## src/rtl/p20_vga_timing.sv

```systemverilog
// p20_vga_timing: free-running VGA raster counter with event pulses and
// sync/active outputs delayed to line up with the registered pixel path.
// Ports: clk, sys_rst (sync, active-high) in; hpos[9:0], vpos[9:0], active,
//   line_start, frame_start, vblank_start (undelayed decodes) out;
//   active_d, hsync, vsync (delayed by SYNC_DELAY clks) out.
module p20_vga_timing #(
    parameter int unsigned H_ACTIVE   = 640,
    parameter int unsigned H_FP       = 16,
    parameter int unsigned H_SYNC     = 96,
    parameter int unsigned H_BP       = 48,
    parameter int unsigned V_ACTIVE   = 480,
    parameter int unsigned V_FP       = 10,
    parameter int unsigned V_SYNC     = 2,
    parameter int unsigned V_BP       = 33,
    parameter bit          H_POL      = 1'b0,
    parameter bit          V_POL      = 1'b0,
    parameter int unsigned SYNC_DELAY = 2
) (
    input  logic       clk,
    input  logic       sys_rst,
    output logic [9:0] hpos,
    output logic [9:0] vpos,
    output logic       active,
    output logic       line_start,
    output logic       frame_start,
    output logic       vblank_start,
    output logic       active_d,
    output logic       hsync,
    output logic       vsync
);

    localparam int unsigned H_TOTAL  = H_ACTIVE + H_FP + H_SYNC + H_BP;
    localparam int unsigned V_TOTAL  = V_ACTIVE + V_FP + V_SYNC + V_BP;
    localparam int unsigned HS_START = H_ACTIVE + H_FP;
    localparam int unsigned HS_END   = HS_START + H_SYNC;
    localparam int unsigned VS_START = V_ACTIVE + V_FP;
    localparam int unsigned VS_END   = VS_START + V_SYNC;

    localparam logic [9:0] H_LAST = 10'(H_TOTAL - 1);
    localparam logic [9:0] V_LAST = 10'(V_TOTAL - 1);

    // Pipe order is {active, hsync, vsync}; idle is deasserted on all three.
    localparam logic [2:0] IDLE = {1'b0, ~H_POL, ~V_POL};

    if (H_TOTAL > 1024) begin : g_err_h
        $error("p20_vga_timing: H_TOTAL exceeds 10-bit counter");
    end
    if (V_TOTAL > 1024) begin : g_err_v
        $error("p20_vga_timing: V_TOTAL exceeds 10-bit counter");
    end
    if (SYNC_DELAY > 7) begin : g_err_d
        $error("p20_vga_timing: SYNC_DELAY above 7");
    end

    logic [31:0] hp;
    logic [31:0] vp;
    logic        hs_on;
    logic        vs_on;
    logic [2:0]  raw;

    assign hp = {22'd0, hpos};
    assign vp = {22'd0, vpos};

    always_ff @(posedge clk) begin
        if (sys_rst) begin
            hpos <= '0;
            vpos <= '0;
        end else if (hpos == H_LAST) begin
            hpos <= '0;
            if (vpos == V_LAST) begin
                vpos <= '0;
            end else begin
                vpos <= vpos + 10'd1;
            end
        end else begin
            hpos <= hpos + 10'd1;
        end
    end

    assign active       = (hp < H_ACTIVE) && (vp < V_ACTIVE);
    assign line_start   = (hpos == 10'd0);
    assign frame_start  = line_start && (vpos == 10'd0);
    assign vblank_start = line_start && (vp == V_ACTIVE);

    // vsync is decoded from vpos only, so it switches at hpos 0.
    assign hs_on = (hp >= HS_START) && (hp < HS_END);
    assign vs_on = (vp >= VS_START) && (vp < VS_END);

    assign raw = {active,
                  hs_on ? H_POL : ~H_POL,
                  vs_on ? V_POL : ~V_POL};

    if (SYNC_DELAY == 0) begin : g_nodly
        assign {active_d, hsync, vsync} = raw;
    end else begin : g_dly
        logic [2:0] pipe [SYNC_DELAY];

        always_ff @(posedge clk) begin
            if (sys_rst) begin
                for (int i = 0; i < int'(SYNC_DELAY); i++) begin
                    pipe[i] <= IDLE;
                end
            end else begin
                pipe[0] <= raw;
                for (int i = 1; i < int'(SYNC_DELAY); i++) begin
                    pipe[i] <= pipe[i-1];
                end
            end
        end

        assign {active_d, hsync, vsync} = pipe[SYNC_DELAY-1];
    end

endmodule

```

## config.mk

```make
export PLATFORM = sky130hd
export DESIGN_NAME = p20_vga_timing
export DESIGN_NICKNAME = d
export VERILOG_FILES = /design/src/rtl/p20_vga_timing.sv
export SDC_FILE = /design/constraint.sdc
export NUM_CORES = 1
export LEC_CHECK = 0
export ABC_AREA = 1
export BUFFER_PORTS_ARGS = -buffer_cell sky130_fd_sc_hd__buf_4
export CELL_PAD_IN_SITES_DETAIL_PLACEMENT = 1
export CELL_PAD_IN_SITES_GLOBAL_PLACEMENT = 2
export CORE_MARGIN = 5
export CORE_UTILIZATION = 29
export DETAILED_ROUTE_END_ITERATION = 10
export PLACE_DENSITY_LB_ADDON = 0.1
export SYNTH_ARGS = -nofsm -noshare
export SYNTH_HDL_FRONTEND = slang
export SYNTH_SLANG_ARGS = --single-unit
```

## constraint.sdc

```tcl
create_clock -name clk -period 1.83 [get_ports clk]
set_input_delay 0.183 -clock clk [delete_from_list [all_inputs] [get_ports clk]]
set_output_delay 0.183 -clock clk [all_outputs]
set_load 0.02 [all_outputs]
```

== Word-level counts from Yosys, hierarchy flattened ==
Memory sizes are Yosys's and may differ from the RTL's.
Cells that the tools add are included.

* Bits in registers: 20
* RAM bits: 6
* Output and inout bits: 27
* Logic and storage cells: 32
* Memories kept: 1

{| class="wikitable"
|+ Memory list
! name !! depth !! width !! read ports !! clocked after memory_dff !! wr ports !! RTL line !! source
|-
| g_dly.pipe || 2 || 3 || 2 || 0 || 2 || 96 || <nowiki>logic [2:0] pipe [SYNC_DELAY];</nowiki>
|}

* Add/subtract/negate cells: 2
* $lt $le $gt $ge: 6
* Equality and inequality tests: 3
* Muxes and demuxes: 8
* Bitwise operators: 2
* Reduce and logical (&&, ||, !) cells: 8

{| class="wikitable"
|+ Operators by type and width
! kind !! count
|-
| adder 10 x 1 -> 10 bit (second input constant) || 2
|-
| equality test 10 bit (second input constant) || 2
|-
| zero test 10 bit || 2
|-
| < comparator 10 bit (second input constant) || 2
|-
| < comparator 10 x 9 -> 1 bit (second input constant) || 2
|-
| equality test 10 x 9 -> 1 bit (second input constant) || 1
|-
| >= comparator 10 bit (second input constant) || 1
|-
| >= comparator 10 x 9 -> 1 bit (second input constant) || 1
|-
| 2-to-1 mux 10 bit || 1
|-
| 2-to-1 mux 3 bit || 2
|-
| logical AND 1 bit || 5
|-
| 2-to-1 mux 1 bit || 5
|-
| bitwise OR 1 bit || 2
|-
| OR reduction 2 bit || 1
|}

== Depth between registers and ports, before layout ==
* Depth in word-level cells: 4
* Gate-level depth with buffers: 9
* Gate-level depth less buffers: 9

== Worst setup path before layout ==
Ideal clock, no wire load.

* Kind: register to register
* From: reg hpos[0]
* To: reg vpos[0]
* Data arrival time: 1.403 ns
* Required time: 1.716 ns
* Setup slack: 0.313 ns
* Cell stages (with the launch flop): 9
* Buffers on the path: 0
* Cell sequence: dfxtp_1 ha_1 nand3_1 nor2_4 nand2_4 nand2_8 nand2_4 inv_2 nor2_1

* Longest elaborated chain between the ends: 1

{| class="wikitable"
|+ Ends and longest elaborated chain
! item !! RTL line !! source
|-
| from (decl) || 21 || <nowiki>output logic [9:0] hpos,</nowiki>
|-
| from (signal assigned) || 76 || <nowiki>hpos <= hpos + 10'd1;</nowiki>
|-
| equality test 10 bit || 68 || <nowiki>end else if (hpos == H_LAST) begin</nowiki>
|-
| to (signal assigned) || 73 || <nowiki>vpos <= vpos + 10'd1;</nowiki>
|-
| to (decl) || 22 || <nowiki>output logic [9:0] vpos,</nowiki>
|}

Every way passes these cells.
A chain may end at the register's enable or synchronous reset.

== Worst setup path after layout ==
* From: reg hpos[3]
* To: out frame_start

* Longest elaborated chain between the ends: 2

{| class="wikitable"
|+ Ends and longest elaborated chain
! item !! RTL line !! source
|-
| zero test 10 bit || 81 || <nowiki>assign line_start = (hpos == 10'd0);</nowiki>
|-
| logical AND 1 bit || 82 || <nowiki>assign frame_start = line_start && (vpos == 10'd0);</nowiki>
|-
| to (decl) || 25 || <nowiki>output logic frame_start,</nowiki>
|}

Every way passes these cells.

==> flow_metrics.py <==
metrics = {
    "placed_design": {
        "dp_hpwl_um": 3150,
        "port_buffers": 28,
        "place_ws_ns": 0.158,
        "post_dp_cell_area_um2": 1640,
        "place.gp.congestion": 0.730,
    },
    "logic_synthesis": {
        "synth_top_family_by_area": "simple AND/OR/NAND/NOR gates",
        "synthMuxAreaShare_pct": 0,
        "synth_simple_gate_area_share_pct": 42.4,
        "synth_area_um2": 1360,
        "yosys_warnings": 0,
        "synthAdderAreaFrac_pct": 3.68,
        "syn_inst": 197,
        "synth_seq_cells": 26,
        "synth_xor_area_share_pct": 1.93,
        "synth_compound_area_share_pct": 4.79,
        "yosysSeqAreaShare_pct": 38.3,
        "synth_nets": 203,
        "ys_types": 22,
        "syn_avg_cell_area_um2": 6.90,
    },
    "clocking": {
        "cts.sinks": 26,
        "clk_path_buf_depth": 2,
        "hold_buffers": 0,
        "cts_tree": "done",
        "clock-root-buffer": "clkbuf_8",
        "clk_latency_ns": 0.28,
        "cts-htree-levels": 1,
        "numCtsBuffers": 3,
        "path_clk_slew_ns": 0.09,
    },
    "sta": {
        "rsz0062_at_grt": "yes",
        "maxSlewHeadroom_pct": 81.0,
        "fin_crit_ns": 1.73,
        "tns_ns": 0,
        "fmax_ghz": 0.578,
        "finalHoldViolCount": 0,
        "worst_pin_slew_ns": 0.283,
        "finalWorstSetupSlack_ns": 0.101,
        "fin_skew_ns": 0.00558,
        "maxSlewViolCount": 0,
        "finalSetupViolCount": 0,
        "post-route-period-util_pct": 94.5,
    },
    "routing": {
        "drt-initial-drc-count": 54,
        "num_vias": 1361,
        "wl_um": 3940,
        "final_antenna_net_count": 0,
        "wl_met3_um": 124,
        "vias_per_cell": 4.69,
        "wl_met2_um": 1850,
        "dr.max_layer_used": "met4",
        "drc": 0,
        "first_pass_iters": 4,
        "wl_met1_um": 1910,
        "wl_per_cell_um": 13.6,
    },
    "floorplanning": {
        "core_area_um2": 4630,
        "initial_core_util_pct": 29.4,
        "io-pin-count": 29,
        "fp.dieH_um": 78.5,
        "die_w_um": 78.5,
        "fp.dieArea_um2": 6150,
        "rows": 25,
    },
    "pwr": {
        "power_density_nw_per_um2": 571,
        "p_switching_uw": 254,
        "p_leak_nw": 0.801,
        "p_clk_share_pct": 33.6,
        "internal-power_uw": 759,
        "vdd_drop_max_mv": 0.240,
        "finalPower_mw": 1.01,
        "pwr-share-seq_pct": 57.0,
        "combPwrFrac_pct": 9.5,
        "p_sw_share_pct": 25.1,
    },
    "critical_path": {
        "cp_max_fo": 3,
        "setup.worst_path.end_class": "output pin",
        "rrSetupSlack_ns": 0.19,
        "worst-endpoint-required_ns": 1.65,
        "arrival_ns": 1.55,
        "setup.worst_path.start_class": "flop",
        "path_class": "reg -> out",
    },
    "grt": {
        "grt_pass1_vias": 1390,
        "antenna_found_initial": 0,
        "overflow": 0,
        "grt_pass1_wl_um": 6600,
        "grt_max_degree": 14,
        "grt_use_total_pct": 13.7,
    },
    "final_layout": {
        "nNetsFinal": 244,
        "final_common_cell": "nand2_1",
        "fillCellCount": 600,
        "final_cell_mix": "nand2_1 (43), buf_4 (36), nor2_1 (34)",
        "regArea_um2": 533,
        "post-route-util_pct": 38.3,
        "multi_input_area_um2": 742,
        "layout-drive-gt1-share_pct": 30.5,
        "design_area_um2": 1770,
        "area_growth_pct": 30.6,
        "diodes": 0,
    },
    "worst_hold_path": {
        "min_path_type": "in -> reg",
    },
    "status": {
        "status": "finished clean",
    },
    "run": {
        "maxCapViolations": 0,
    },
}
==> registers in the layout, summed over array words and instances, names as in the netlist <==
signal / cells
g_dly.pipe: 6
hpos: 10
vpos: 10
==> area by class of cell <==
class,instances,area share (%)
sequential,26,30.0
inverter,32,6.77
timing repair buffer,36,15.2
multi-input combinational,139,41.8
tap,54,3.81
clock buffer,3,2.33
==> synthesized netlist by cell type <==
library cell / instances / area (um^2)
a211oi_1: 1 / 7.51
a21oi_1: 5 / 25.0
and3_1: 1 / 6.26
dfxtp_1: 26 / 521
ha_1: 4 / 50.1
inv_1: 27 / 101
inv_2: 5 / 18.8
nand2_1: 43 / 161
nand2_2: 4 / 25.0
nand2_4: 2 / 22.5
nand2_8: 1 / 20.0
nand3_1: 10 / 50.1
nand4_1: 6 / 37.5
nor2_1: 35 / 131
nor2_2: 4 / 25.0
nor2_4: 3 / 33.8
nor3_1: 6 / 30.0
nor3b_1: 2 / 15.0
o211ai_1: 1 / 7.51
o21ai_1: 5 / 25.0
or2_2: 3 / 18.8
xor2_1: 3 / 26.3
==> critical path, stage by stage (launching register included) <==
cell and delay (ns):
dfxtp_2 0.34, or2_4 0.25, nor3_4 0.19, nand4_1 0.16, nor2_1 0.17, buf_4 0.16
==> metal layers <==
metal	vias to the layer above	global-route usage, %
met2	21	23.3
met4	0	4.37
met1	646	17.3
met5	-	0
li1	689	-
met3	5	2.64
==> through the flow <==
step | hold WS, ns | cells
after floorplan | 0.254 | 197
after global placement | 0.397 | 280
after detailed placement | 0.401 | 280
after CTS | 0.138 | 283
after global routing | 0.149 | 290
final | 0.148 | 290
==> power groups by stage <==
stage / combinational [mW] / clock [mW] / sequential (mW)
2_1_floorplan: 0.0435 / 0 / 0.601
3_3_place_gp: 0.0884 / 0 / 0.593
3_5_place_dp: 0.0892 / 0 / 0.594
4_1_cts: 0.0901 / 0.363 / 0.580
5_1_grt: 0.106 / 0.373 / 0.579
6_report: 0.0958 / 0.340 / 0.577
==> timing repair <==
| item | 4_1_cts | 5_1_grt |
|---|---|---|
| setup buffers | 0 | 7 |
| pin swaps | 0 | 4 |
| setup endpoints to repair | 2 | 2 |
| resized for setup | 2 | 13 |
==> final timing paths <==
check	to	startpoint	cells after the start
worst min-delay path	g_dly.pipe[0][5]$_SDFF_PP0_	sys_rst	2
worst min register to register	g_dly.pipe[0][5]$_SDFF_PP0_	g_dly.pipe[0][2]$_SDFF_PP0_	2
worst max register to register	vpos[0]$_SDFFE_PP0N_	hpos[0]$_SDFF_PP0_	8
worst max-delay path	frame_start	hpos[3]$_SDFF_PP0_	5
==> cells by family (layout without fill, tap and decap cells) <==
group / Yosys count / count (layout)
and+or+nand+nor: 120 / 120
buffers and inverters: 32 / 71
DFF: 26 / 26
AOI/OAI and AO/OA: 12 / 12
adders and majority gates: 4 / 4
xor gates and xnor gates: 3 / 3
Note: power is estimated with default switching activity, not from simulation.
